[src/rtl/matmul_cfg_if.sv]
// matmul_cfg_if: write/commit/readback bus between a config master and the loader.
interface matmul_cfg_if #(
  parameter int AW    = 2,
  parameter int CFG_W = 32,
  parameter int IMG_W = 115
);
  logic             cfg_valid;
  logic             cfg_ready;
  logic [AW-1:0]    cfg_addr;
  logic [CFG_W-1:0] cfg_data;
  logic             cfg_commit;
  logic             eng_busy;
  logic [IMG_W-1:0] act_img;
  logic             act_valid;
  logic             cfg_done;
  logic             cfg_err;
  logic [AW-1:0]    cfg_rd_addr;
  logic [CFG_W-1:0] cfg_rd_data;
  modport master (
    output cfg_valid, cfg_addr, cfg_data, cfg_commit, eng_busy, cfg_rd_addr,
    input  cfg_ready, act_img, act_valid, cfg_done, cfg_err, cfg_rd_data
  );
  modport slave (
    input  cfg_valid, cfg_addr, cfg_data, cfg_commit, eng_busy, cfg_rd_addr,
    output cfg_ready, act_img, act_valid, cfg_done, cfg_err, cfg_rd_data
  );
endinterface

[src/rtl/matmul_cfg_loader.sv]
// matmul_cfg_loader: shadow config image, range-checked busy-interlocked commit into the active image.
// Readback of shadow words is built only when MATMUL_CFG_READBACK_EN is defined.
module matmul_cfg_loader #(
  parameter int WIDTH  = 8,
  parameter int ROW    = 4,
  parameter int COL    = 4,
  parameter int W_SIZE = 256,
  parameter int I_SIZE = 256,
  parameter int O_SIZE = 256,
  parameter int CFG_W  = 32
) (
  input logic          clk,
  input logic          reset,
  matmul_cfg_if.slave  bus
);
  localparam int DRIVER_WIDTH = WIDTH * (ROW + COL);
  localparam int RW = $clog2(ROW);
  localparam int CW = $clog2(COL);
  localparam int IW = $clog2(I_SIZE);
  localparam int WW = $clog2(W_SIZE);
  localparam int OW = $clog2(O_SIZE);
  localparam int DC_W = RW + CW + IW + WW + IW + 2 * OW + 1;
  localparam int TC_W = 6 + DRIVER_WIDTH;
  localparam int IMG_W = DC_W + TC_W;
  localparam int NWORDS = (IMG_W + CFG_W - 1) / CFG_W;
  localparam int AW = NWORDS > 1 ? $clog2(NWORDS) : 1;
  localparam int P_O  = 1;
  localparam int P_P  = P_O + OW;
  localparam int P_IO = P_P + OW;
  localparam int P_WO = P_IO + IW;
  localparam int P_IR = P_WO + WW;
  localparam int P_WR = P_IR + IW + CW;
  typedef enum logic [1:0] {IDLE, PEND, CHECK, APPLY} state_t;
  state_t           state_q, state_d;
  logic [IMG_W-1:0] shadow_q, shadow_d, act_img_q, act_img_d;
  logic             act_valid_q, act_valid_d, done_q, done_d, err_q, err_d, chk_q, chk_d;
  logic [AW-1:0]    addr;
  logic             wr, ok;
  logic [IW-1:0]    i_rows;
  logic [IW:0]      i_sum;
  logic [OW:0]      o_sum, p_sum;
  logic [WW:0]      w_sum;
  assign addr   = bus.cfg_addr;
  assign wr     = bus.cfg_valid && state_q == IDLE;
  assign i_rows = shadow_q[P_IR +: IW];
  assign i_sum  = (IW+1)'(shadow_q[P_IO +: IW]) + (IW+1)'(i_rows);
  assign o_sum  = (OW+1)'(shadow_q[P_O +: OW]) + (OW+1)'(i_rows);
  assign p_sum  = (OW+1)'(shadow_q[P_P +: OW]) + (OW+1)'(i_rows);
  assign w_sum  = (WW+1)'(shadow_q[P_WO +: WW]) + (WW+1)'(shadow_q[P_WR +: RW]);
  assign ok = i_sum <= (IW+1)'(I_SIZE - 1) && o_sum <= (OW+1)'(O_SIZE - 1) &&
              (!shadow_q[0] || p_sum <= (OW+1)'(O_SIZE - 1)) && w_sum <= (WW+1)'(W_SIZE - 1);
  always_comb begin
    state_d     = state_q;
    shadow_d    = shadow_q;
    act_img_d   = act_img_q;
    act_valid_d = act_valid_q;
    done_d      = 1'b0;
    err_d       = err_q;
    chk_d       = chk_q;
    // Bits past IMG_W and words past NWORDS simply have no shadow bit to land in.
    for (int i = 0; i < IMG_W; i++)
      if (wr && i / CFG_W == int'(addr)) shadow_d[i] = bus.cfg_data[i % CFG_W];
    unique case (state_q)
      IDLE:  if (bus.cfg_commit) state_d = bus.eng_busy ? PEND : CHECK;
      PEND:  if (!bus.eng_busy) state_d = CHECK;
      CHECK: begin
        chk_d   = ok;
        state_d = APPLY;
      end
      APPLY: begin
        state_d     = IDLE;
        act_img_d   = chk_q ? shadow_q : act_img_q;
        act_valid_d = act_valid_q | chk_q;
        done_d      = chk_q;
        err_d       = !chk_q;
      end
      default: state_d = IDLE;
    endcase
  end
  always_ff @(posedge clk) begin
    if (reset) begin
      state_q     <= IDLE;
      shadow_q    <= '0;
      act_img_q   <= '0;
      act_valid_q <= 1'b0;
      done_q      <= 1'b0;
      err_q       <= 1'b0;
      chk_q       <= 1'b0;
    end else begin
      state_q     <= state_d;
      shadow_q    <= shadow_d;
      act_img_q   <= act_img_d;
      act_valid_q <= act_valid_d;
      done_q      <= done_d;
      err_q       <= err_d;
      chk_q       <= chk_d;
    end
  end
  assign bus.cfg_ready = state_q == IDLE;
  assign bus.act_img   = act_img_q;
  assign bus.act_valid = act_valid_q;
  assign bus.cfg_done  = done_q;
  assign bus.cfg_err   = err_q;
`ifdef MATMUL_CFG_READBACK_EN
  logic [CFG_W-1:0] rd_q, rd_d;
  always_comb begin
    rd_d = '0;
    for (int i = 0; i < IMG_W; i++)
      if (i / CFG_W == int'(bus.cfg_rd_addr)) rd_d[i % CFG_W] = shadow_q[i];
  end
  always_ff @(posedge clk) rd_q <= reset ? '0 : rd_d;
  assign bus.cfg_rd_data = rd_q;
`else
  assign bus.cfg_rd_data = '0;
`endif
endmodule

[src/flat_wrapper.sv]
// flat-port wrapper written by rule: the top's interface ports become plain ports
module matmul_cfg_loader_flat 
#(
  parameter int WIDTH  = 8,
  parameter int ROW    = 4,
  parameter int COL    = 4,
  parameter int W_SIZE = 256,
  parameter int I_SIZE = 256,
  parameter int O_SIZE = 256,
  parameter int CFG_W  = 32
)
  (clk, reset, bus_cfg_valid, bus_cfg_addr, bus_cfg_data, bus_cfg_commit, bus_eng_busy, bus_cfg_rd_addr, bus_cfg_ready, bus_act_img, bus_act_valid, bus_cfg_done, bus_cfg_err, bus_cfg_rd_data);
  matmul_cfg_if #(.AW(2), .CFG_W(CFG_W), .IMG_W(115)) bus_i ();
  input logic clk;
  input logic reset;
  input wire logic [$bits(bus_i.cfg_valid)-1:0] bus_cfg_valid;
  input wire logic [$bits(bus_i.cfg_addr)-1:0] bus_cfg_addr;
  input wire logic [$bits(bus_i.cfg_data)-1:0] bus_cfg_data;
  input wire logic [$bits(bus_i.cfg_commit)-1:0] bus_cfg_commit;
  input wire logic [$bits(bus_i.eng_busy)-1:0] bus_eng_busy;
  input wire logic [$bits(bus_i.cfg_rd_addr)-1:0] bus_cfg_rd_addr;
  output wire logic [$bits(bus_i.cfg_ready)-1:0] bus_cfg_ready;
  output wire logic [$bits(bus_i.act_img)-1:0] bus_act_img;
  output wire logic [$bits(bus_i.act_valid)-1:0] bus_act_valid;
  output wire logic [$bits(bus_i.cfg_done)-1:0] bus_cfg_done;
  output wire logic [$bits(bus_i.cfg_err)-1:0] bus_cfg_err;
  output wire logic [$bits(bus_i.cfg_rd_data)-1:0] bus_cfg_rd_data;
  assign bus_i.cfg_valid = bus_cfg_valid;
  assign bus_i.cfg_addr = bus_cfg_addr;
  assign bus_i.cfg_data = bus_cfg_data;
  assign bus_i.cfg_commit = bus_cfg_commit;
  assign bus_i.eng_busy = bus_eng_busy;
  assign bus_i.cfg_rd_addr = bus_cfg_rd_addr;
  assign bus_cfg_ready = bus_i.cfg_ready;
  assign bus_act_img = bus_i.act_img;
  assign bus_act_valid = bus_i.act_valid;
  assign bus_cfg_done = bus_i.cfg_done;
  assign bus_cfg_err = bus_i.cfg_err;
  assign bus_cfg_rd_data = bus_i.cfg_rd_data;
  matmul_cfg_loader #(.WIDTH(WIDTH), .ROW(ROW), .COL(COL), .W_SIZE(W_SIZE), .I_SIZE(I_SIZE), .O_SIZE(O_SIZE), .CFG_W(CFG_W)) u_core (.clk(clk), .reset(reset), .bus(bus_i));
endmodule
[config.mk]
export PLATFORM = sky130hd
export DESIGN_NAME = matmul_cfg_loader_flat
export DESIGN_NICKNAME = d
export VERILOG_FILES = /design/src/rtl/matmul_cfg_if.sv /design/src/rtl/matmul_cfg_loader.sv /design/src/flat_wrapper.sv
export SDC_FILE = /design/constraint.sdc
export NUM_CORES = 1
export LEC_CHECK = 0
export CORE_ASPECT_RATIO = 1.4
export CORE_MARGIN = 10
export CORE_UTILIZATION = 59
export CTS_BUF_LIST = sky130_fd_sc_hd__clkbuf_8
export CTS_CLUSTER_DIAMETER = 200
export DETAILED_ROUTE_END_ITERATION = 10
export DONT_BUFFER_PORTS = 1
export MAX_ROUTING_LAYER = met4
export PLACE_DENSITY_LB_ADDON = 0.12
export SETUP_SLACK_MARGIN = 0.5
export SKIP_CTS_REPAIR_TIMING = 1
export SLEW_MARGIN = 20
export SYNTH_ARGS = -nofsm -noshare
export SYNTH_HDL_FRONTEND = slang
export SYNTH_SLANG_ARGS = --single-unit
export TNS_END_PERCENT = 10
[constraint.sdc]
create_clock -name clk -period 1.55 [get_ports clk]
set_input_delay 0.3875 -clock clk [delete_from_list [all_inputs] [get_ports clk]]
set_output_delay 0.3875 -clock clk [all_outputs]
set_load 0.01 [all_outputs]
# Yosys cells after proc, flatten, opt, wreduce, memory -nomap -nowiden
# Cells that the tools add are included.
# op_classes
n_eq_ne	8
bitwise	2
n_lt_le_gt_ge	4
n_reduce_logical	16
muxes	4
add_sub_neg	4
# ops
op	count
$le A9 B8 Y1 const B	4
$add A8 B8 Y9	3
$add A8 B2 Y9	1
$logic_and A1 B1 Y1	8
$pmux W2 S4	1
$mux W2	3
$eq A2 B2 Y1 const A	2
$eq A2 B2 Y1 const B	2
$logic_not A2 Y1	2
$ne A2 B2 Y1 const B	2
$reduce_and A2 Y1	2
$eq A1 B2 Y1 const A	1
$eq A2 B1 Y1 const B	1
$logic_not A1 Y1	2
$reduce_or A2 Y1	1
$logic_or A1 B1 Y1	1
$not A1 Y1	1
$or A1 B1 Y1	1
# totals
elab_cells	48
reg_bits	236
out_inout_bits	151

# Depth between registers and ports, before layout
# Gate-level depths: netlist (run 1).
# logic_depth
ltp_word	5
ltp_mapped	9
ltp_nobuf	7

# Worst setup path before layout (run 1)
# Ideal clock, no wire load.
# synth_path
kind	reg-to-reg
startpoint	register u_core.state_q[0]
endpoint	register u_core.shadow_q[34]
slack_ns	-0.164
period_less_slack_ns	1.714
arrival_time_ns	1.581
n_path_buf	3
t_required_ns	1.418
stages_incl_launch_ff	10
path_cell_list	dfxtp_1 -> inv_1 -> ha_1 -> buf_2 -> nand2_1 -> or3_1 -> clkbuf_1 -> buf_2 -> nand2_1 -> a21oi_1
# synth_between
elab_chain_cells	3
# synth_lines
element	line	source
start, declared	matmul_cfg_loader.sv:34	state_t state_q, state_d;
start signal, assigned	matmul_cfg_loader.sv:90	state_q <= state_d;
$logic_not A2 Y1	--	
via bus_cfg_ready	flat_wrapper.sv:22	output wire logic [$bits(bus_i.cfg_ready)-1:0] bus_cfg_ready;
$logic_and A1 B1 Y1	matmul_cfg_loader.sv:44	assign wr = bus.cfg_valid && state_q == IDLE;
$logic_and A1 B1 Y1	matmul_cfg_loader.sv:62	if (wr && i / CFG_W == int'(addr)) shadow_d[i] = bus.cfg_data[i % CFG_W];
end signal, assigned	matmul_cfg_loader.sv:91	shadow_q <= shadow_d;
end, declared	matmul_cfg_loader.sv:35	logic [IMG_W-1:0] shadow_q, shadow_d, act_img_q, act_img_d;
# The timed path passes the listed nets, and every way through them passes these cells.
# A chain may end at the register's enable or synchronous reset.

# Final worst setup path (run 1)
# layout_path
startpoint	register u_core.shadow_q[33]
endpoint	register u_core.chk_q
# layout_between
elab_chain_cells	5
# layout_lines
element	line	source
$add A8 B8 Y9 (on tied branches)	matmul_cfg_loader.sv:46, matmul_cfg_loader.sv:47, matmul_cfg_loader.sv:48	
$le A9 B8 Y1 (on tied branches)	matmul_cfg_loader.sv:50, matmul_cfg_loader.sv:51	
$logic_and A1 B1 Y1 or $logic_or A1 B1 Y1 (tied branches)	matmul_cfg_loader.sv:50, matmul_cfg_loader.sv:51	
$logic_and A1 B1 Y1 *	matmul_cfg_loader.sv:50	assign ok = i_sum <= (IW+1)'(I_SIZE - 1) && o_sum <= (OW+1)'(O_SIZE - 1) &&
$logic_and A1 B1 Y1 *	matmul_cfg_loader.sv:51	(!shadow_q[0] || p_sum <= (OW+1)'(O_SIZE - 1)) && w_sum <= (WW+1)'(W_SIZE - 1);
end signal, assigned	matmul_cfg_loader.sv:96	chk_q <= chk_d;
end, declared	matmul_cfg_loader.sv:36	logic act_valid_q, act_valid_d, done_q, done_d, err_q, err_d, chk_q, chk_d;
# Mark *: on every way between the ends. The rest lies on a longest branch, timed or not.

==> results.toml, run 1 <==
[layout]
layout-drive-gt1-share = 0.2426
fin_util = 0.7269
antennaDiodeCount = 0
layout_commonest_cell = "nand2_1"
final_nets = 991
syn2layout_area_growth_pct = 20.64
layout_common_cells = "226 x nand2_1, 180 x dfxtp_1, 115 x a22o_1"
fillers = 992

[status]
violations = "hold timing, setup timing"
status = "finished with violations"

[floorplanning]
initial_core_util = 0.6026
dieArea_um2 = 19520
coreArea_um2 = 13970
fp.dieH_um = 161.4
die_w_um = 121.0
rows = 51
io_pins = 192

[pwr]
power_frac_seq = 0.490
power.density_nw_per_um2 = 1303
power_frac_clock = 0.377
switching_power_mw = 3.416
swShare = 0.2580
ir_drop_v = 0.001065
leakage_nw = 4.002
internal-power_mw = 9.824
power_frac_comb = 0.133

[setup_path]
path_max_fanout = 3
rr_startpoint = "u_core.shadow_q[33]"
cp_slowest_cell = "dfxtp_4"
r2r_end = "u_core.chk_q"
crit_family = "compound AO/OA/AOI/OAI gates"
crit_buf_inv = 0
crit_path_max_incr_delay_ps = 370
crit_chain = "ha_4 -> fa_2 -> a21oi_2 -> o21ai_1 -> a221o_1 -> a221oi_2"
crit_path_end_kind = "flop"
rr_worst_depth = 6
r2r_slack_ps = -250
crit_required_ps = 1960
criticalPathCategory = "reg2reg"
crit_arrival_ps = 2210
cp-start-kind = "flop"

[timing]
setup_viol = 77
period_share = 1.159
rsz0062_at_grt = "true"
fin_ws_ps = -246.5
final_max_slew_viol_count = 0
holdWs_ps = -59.16
final_hold_viol_count = 31
clock_skew_ps = 14.71
setup_tns_ps = -2324
finalCriticalPeriod_ps = 1796
max_freq_mhz = 556.6

[clocking]
worstSkewPairLatency_ps = 510
cts_tree = "done"
clk_pin_slew_ps = 70
cts-root-buf = "clkbuf_8"
numClockSinks = 236
htreeDepth = 2
cts_max_path_buffers = 3
cts_buffers = 35

[logic_synthesis]
ys_warn_count = 0
synth_area_um2 = 8421
synth_cell_types = 34
seq_area_frac_synth = 0.5611
synth-seq-cells = 236
synth_area_per_cell_um2 = 9.591
syn_inst = 878

[routing]
drtIter0Drc = 615
wl_per_cell_um = 22.83
dr.pass1.iters = 5
drc_errors = 0
num_vias = 6677
drt_wl_total_um = 25690
vias_per_cell = 5.935
drtAntennaViolNets = 0

[worst_hold_path]
hp-class = "in2reg"
min_path_cells = 1
holdPathEnd = "u_core.shadow_q[2]"
hp-start = "reset"

[placed_design]
io_buffers = 0
place_congestion = 0.9090
dpl.hpwl_um = 16150

[global_routing]
overflow = 0
grt_max_degree = 123
grt_pass1_vias = 6343
grt_pass1_wl_um = 35600
antenna_found_initial = 0
track_usage = 0.2344

[flow_run]
drv_cap = 0
[worst max path at each step]
stage,cells past startpoint,slack [ps],to,start
finish,6,-250,u_core.chk_q,u_core.shadow_q[33]
floorplan,6,-60,u_core.chk_q,u_core.shadow_q[33]
detailed placement,6,-170,u_core.chk_q,u_core.shadow_q[33]
global route,6,-270,u_core.chk_q,u_core.shadow_q[33]
CTS,6,-250,u_core.chk_q,u_core.shadow_q[33]
global placement,6,-160,u_core.chk_q,u_core.shadow_q[33]
[state kept, by name, summed over array words and instances, names as in the netlist]
name,count
u_core.shadow_q,115
u_core.state_q,2
u_core.bus.act_valid,1
u_core.bus.cfg_err,1
u_core.bus.act_img,115
u_core.bus.cfg_done,1
u_core.chk_q,1
[per-stage QoR]
step | std cells | area [µm²] | setup slack [ps] | power, mW
floorplan | 909 | 8635 | -56.41 | 7.554
global placement | 1045 | 8776 | -159.3 | 7.860
detailed placement | 1045 | 8776 | -168.7 | 7.930
CTS | 1102 | 9464 | -252.3 | 12.87
global route | 1125 | 10160 | -267.6 | 13.75
finish | 1125 | 10160 | -246.5 | 13.24
[power by group through the flow]
stage	clock [mW]	sequential, mW	combinational [mW]
3_3_place_gp	0	6.61	1.25
2_1_floorplan	0	6.57	0.980
6_report	4.99	6.49	1.76
4_1_cts	5.05	6.49	1.33
5_1_grt	5.34	6.51	1.90
3_5_place_dp	0	6.62	1.31
[per-layer routing]
metal | share of wire | track usage | vias to the layer above | wire length [µm]
li1 | - | - | 3052 | -
met1 | 0.38 | 0.2723 | 3213 | 9716
met2 | 0.48 | 0.3710 | 349 | 12370
met3 | 0.11 | 0.07676 | 63 | 2726
met4 | 0.034 | 0.08306 | 0 | 874
met5 | 0 | - | - | 0
[synth_stat cells, drive strengths merged]
master / n / share of area
nand2: 236 / 0.11
a221o: 1 / 0.0012
nand4b: 1 / 0.0010
a22o: 115 / 0.12
nor3: 2 / 0.0024
nand2b: 1 / 0.00074
conb: 1 / 0.00045
dfxtp: 236 / 0.56
mux2i: 2 / 0.0024
a221oi: 1 / 0.0010
nand3: 3 / 0.0018
o211ai: 2 / 0.0018
inv: 9 / 0.0040
a211oi: 2 / 0.0018
o21a: 2 / 0.0018
o21ai: 2 / 0.0012
and3: 2 / 0.0015
a2111oi: 1 / 0.0010
ha: 26 / 0.039
or3: 2 / 0.0015
a22oi: 1 / 0.00089
buf: 57 / 0.043
or3b: 1 / 0.0010
a21o: 3 / 0.0027
nand4: 1 / 0.00074
fa: 4 / 0.0095
nor4b: 1 / 0.0010
nor2: 5 / 0.0025
clkbuf: 35 / 0.016
a21oi: 123 / 0.073
[logic make-up after synthesis]
| logic type | count (synthesis) | share of synthesized area |
|---|---|---|
| flip-flops | 236 | 0.5611 |
| AND/OR/NAND/NOR | 255 | 0.1195 |
| other | 1 | 0.0004453 |
| buffers and inverters | 101 | 0.06241 |
| multiplexers | 2 | 0.002378 |
| adder cells (fa/ha/maj) | 30 | 0.04814 |
| AO/OA/AOI/OAI | 253 | 0.2061 |
[worst reg2reg max path, cell delays in order, from the launching register on]
cell	delay (ps)
dfxtp_4	370
ha_4	160
fa_2	330
a21oi_2	150
o21ai_1	90
a221o_1	370
a221oi_2	240
[final cells by class]
class	instances	area (µm²)	area share
sequential	236	4820	0.4744
multi-input combinational	572	3541	0.3486
timing repair buffer	66	844.6	0.08314
clock buffer	41	564.3	0.05555
tap	185	231.5	0.02279
clock inverter	16	123.9	0.01219
inverter	9	33.78	0.003326
No activity file was read; power rests on OpenSTA's default activity.
==> inputs of run 2 (changes only) <==
SETUP_SLACK_MARGIN = default   (was 0.5)
clock period = 1.8 ns   (was 1.55 ns; I/O delays follow)
==> results.toml, run 2 (same netlist as run 1, synthesis figures left out) <==
[status]
status = "completed"

[clocking]
clk_pin_slew_ps = 60
htreeDepth = 2
numClockSinks = 236
cts_buffers = 34
cts-root-buf = "clkbuf_8"
worstSkewPairLatency_ps = 490
cts_max_path_buffers = 3
cts_tree = "done"

[global_routing]
grt_pass1_vias = 6137
antenna_found_initial = 0
grt_pass1_wl_um = 34490
overflow = 0
track_usage = 0.2276
grt_max_degree = 123

[timing]
final_max_slew_viol_count = 0
clock_skew_ps = 15.91
max_freq_mhz = 571.8
setup_tns_ps = 0
period_share = 0.9716
final_hold_viol_count = 0
fin_ws_ps = 51.05
finalCriticalPeriod_ps = 1749
setup_viol = 0
rsz0062_at_grt = "true"

[setup_path]
path_max_fanout = 6
criticalPathCategory = "reg2out"
crit_family = "flip-flops"
cp_slowest_cell = "dfxtp_2"
crit_buf_inv = 2
cp-start-kind = "flop"
crit_path_end_kind = "primary output"
crit_chain = "inv_1 -> ha_1 -> buf_6"
crit_arrival_ps = 1300
crit_path_max_incr_delay_ps = 360
crit_required_ps = 1350

[routing]
dr.pass1.iters = 5
drt_wl_total_um = 22330
wl_per_cell_um = 20.70
drtIter0Drc = 518
drtAntennaViolNets = 0
num_vias = 6180
vias_per_cell = 5.728
drc_errors = 0

[pwr]
leakage_nw = 3.587
power.density_nw_per_um2 = 1136
ir_drop_v = 0.0006564

[layout]
layout_common_cells = "236 x nand2_1, 234 x dfxtp_1, 122 x a21oi_1"
final_nets = 948
syn2layout_area_growth_pct = 9.168
antennaDiodeCount = 0
layout_commonest_cell = "nand2_1"
final_area_um2 = 9193
layout-drive-gt1-share = 0.08725

[floorplanning]
io_pins = 192
rows = 51
die_w_um = 121.0
initial_core_util = 0.6026
coreArea_um2 = 13970
fp.dieH_um = 161.4
dieArea_um2 = 19520

[worst_hold_path]
hp-class = "in2reg"

[placed_design]
place_congestion = 0.9172
io_buffers = 0
detailed_place.area_um2 = 8566
place_ws_ps = 35.29
dpl.hpwl_um = 15960

[flow_run]
drv_cap = 0
## run 2: final timing paths
kind / start / endpoint / slack (ps) / cells after the start
max reg2reg: u_core.shadow_q[33] / u_core.chk_q / 60 / 6
min reg2reg: u_core.shadow_q[55] / u_core.shadow_q[55] / 450 / 2
max: u_core.state_q[1] / bus_cfg_ready / 50 / 3
min: reset / u_core.shadow_q[41] / 40 / 1
## run 2: final cells by class
class | count | area, µm²
clock buffer | 41 | 564.3
clock inverter | 12 | 50.05
fill | 1158 | 4782
inverter | 9 | 33.78
multi-input combinational | 572 | 3327
sequential | 236 | 4727
tap | 185 | 231.5
timing repair buffer | 24 | 259.0
## run 2: per-layer routing
| metal | GRT usage | vias up | wire, µm | part of all wire |
|---|---|---|---|---|
| met3 | 0.08095 | 48 | 2175 | 0.097 |
| li1 | - | 2950 | - | - |
| met1 | 0.2385 | 2960 | 7874 | 0.35 |
| met4 | 0.1051 | 0 | 824 | 0.037 |
| met5 | - | - | 0 | 0 |
| met2 | 0.3748 | 222 | 11460 | 0.51 |
## run 2: power by group
part	switching, mW	internal, mW
combinational	0.622	0.359
clock	1.83	2.04
sequential	0.163	5.43
## run 2: per-stage QoR
| stage | hold slack (ps) | utilization | std cells | power (mW) |
|---|---|---|---|---|
| detailed placement | 441.8 | 0.6129 | 1026 | 6.657 |
| global route | 12.01 | 0.6578 | 1079 | 10.87 |
| global placement | 436.0 | 0.6129 | 1026 | 6.595 |
| floorplan | 436.0 | - | 909 | 6.402 |
| CTS | 14.88 | 0.6569 | 1079 | 10.49 |
| finish | 42.29 | 0.6578 | 1079 | 10.44 |
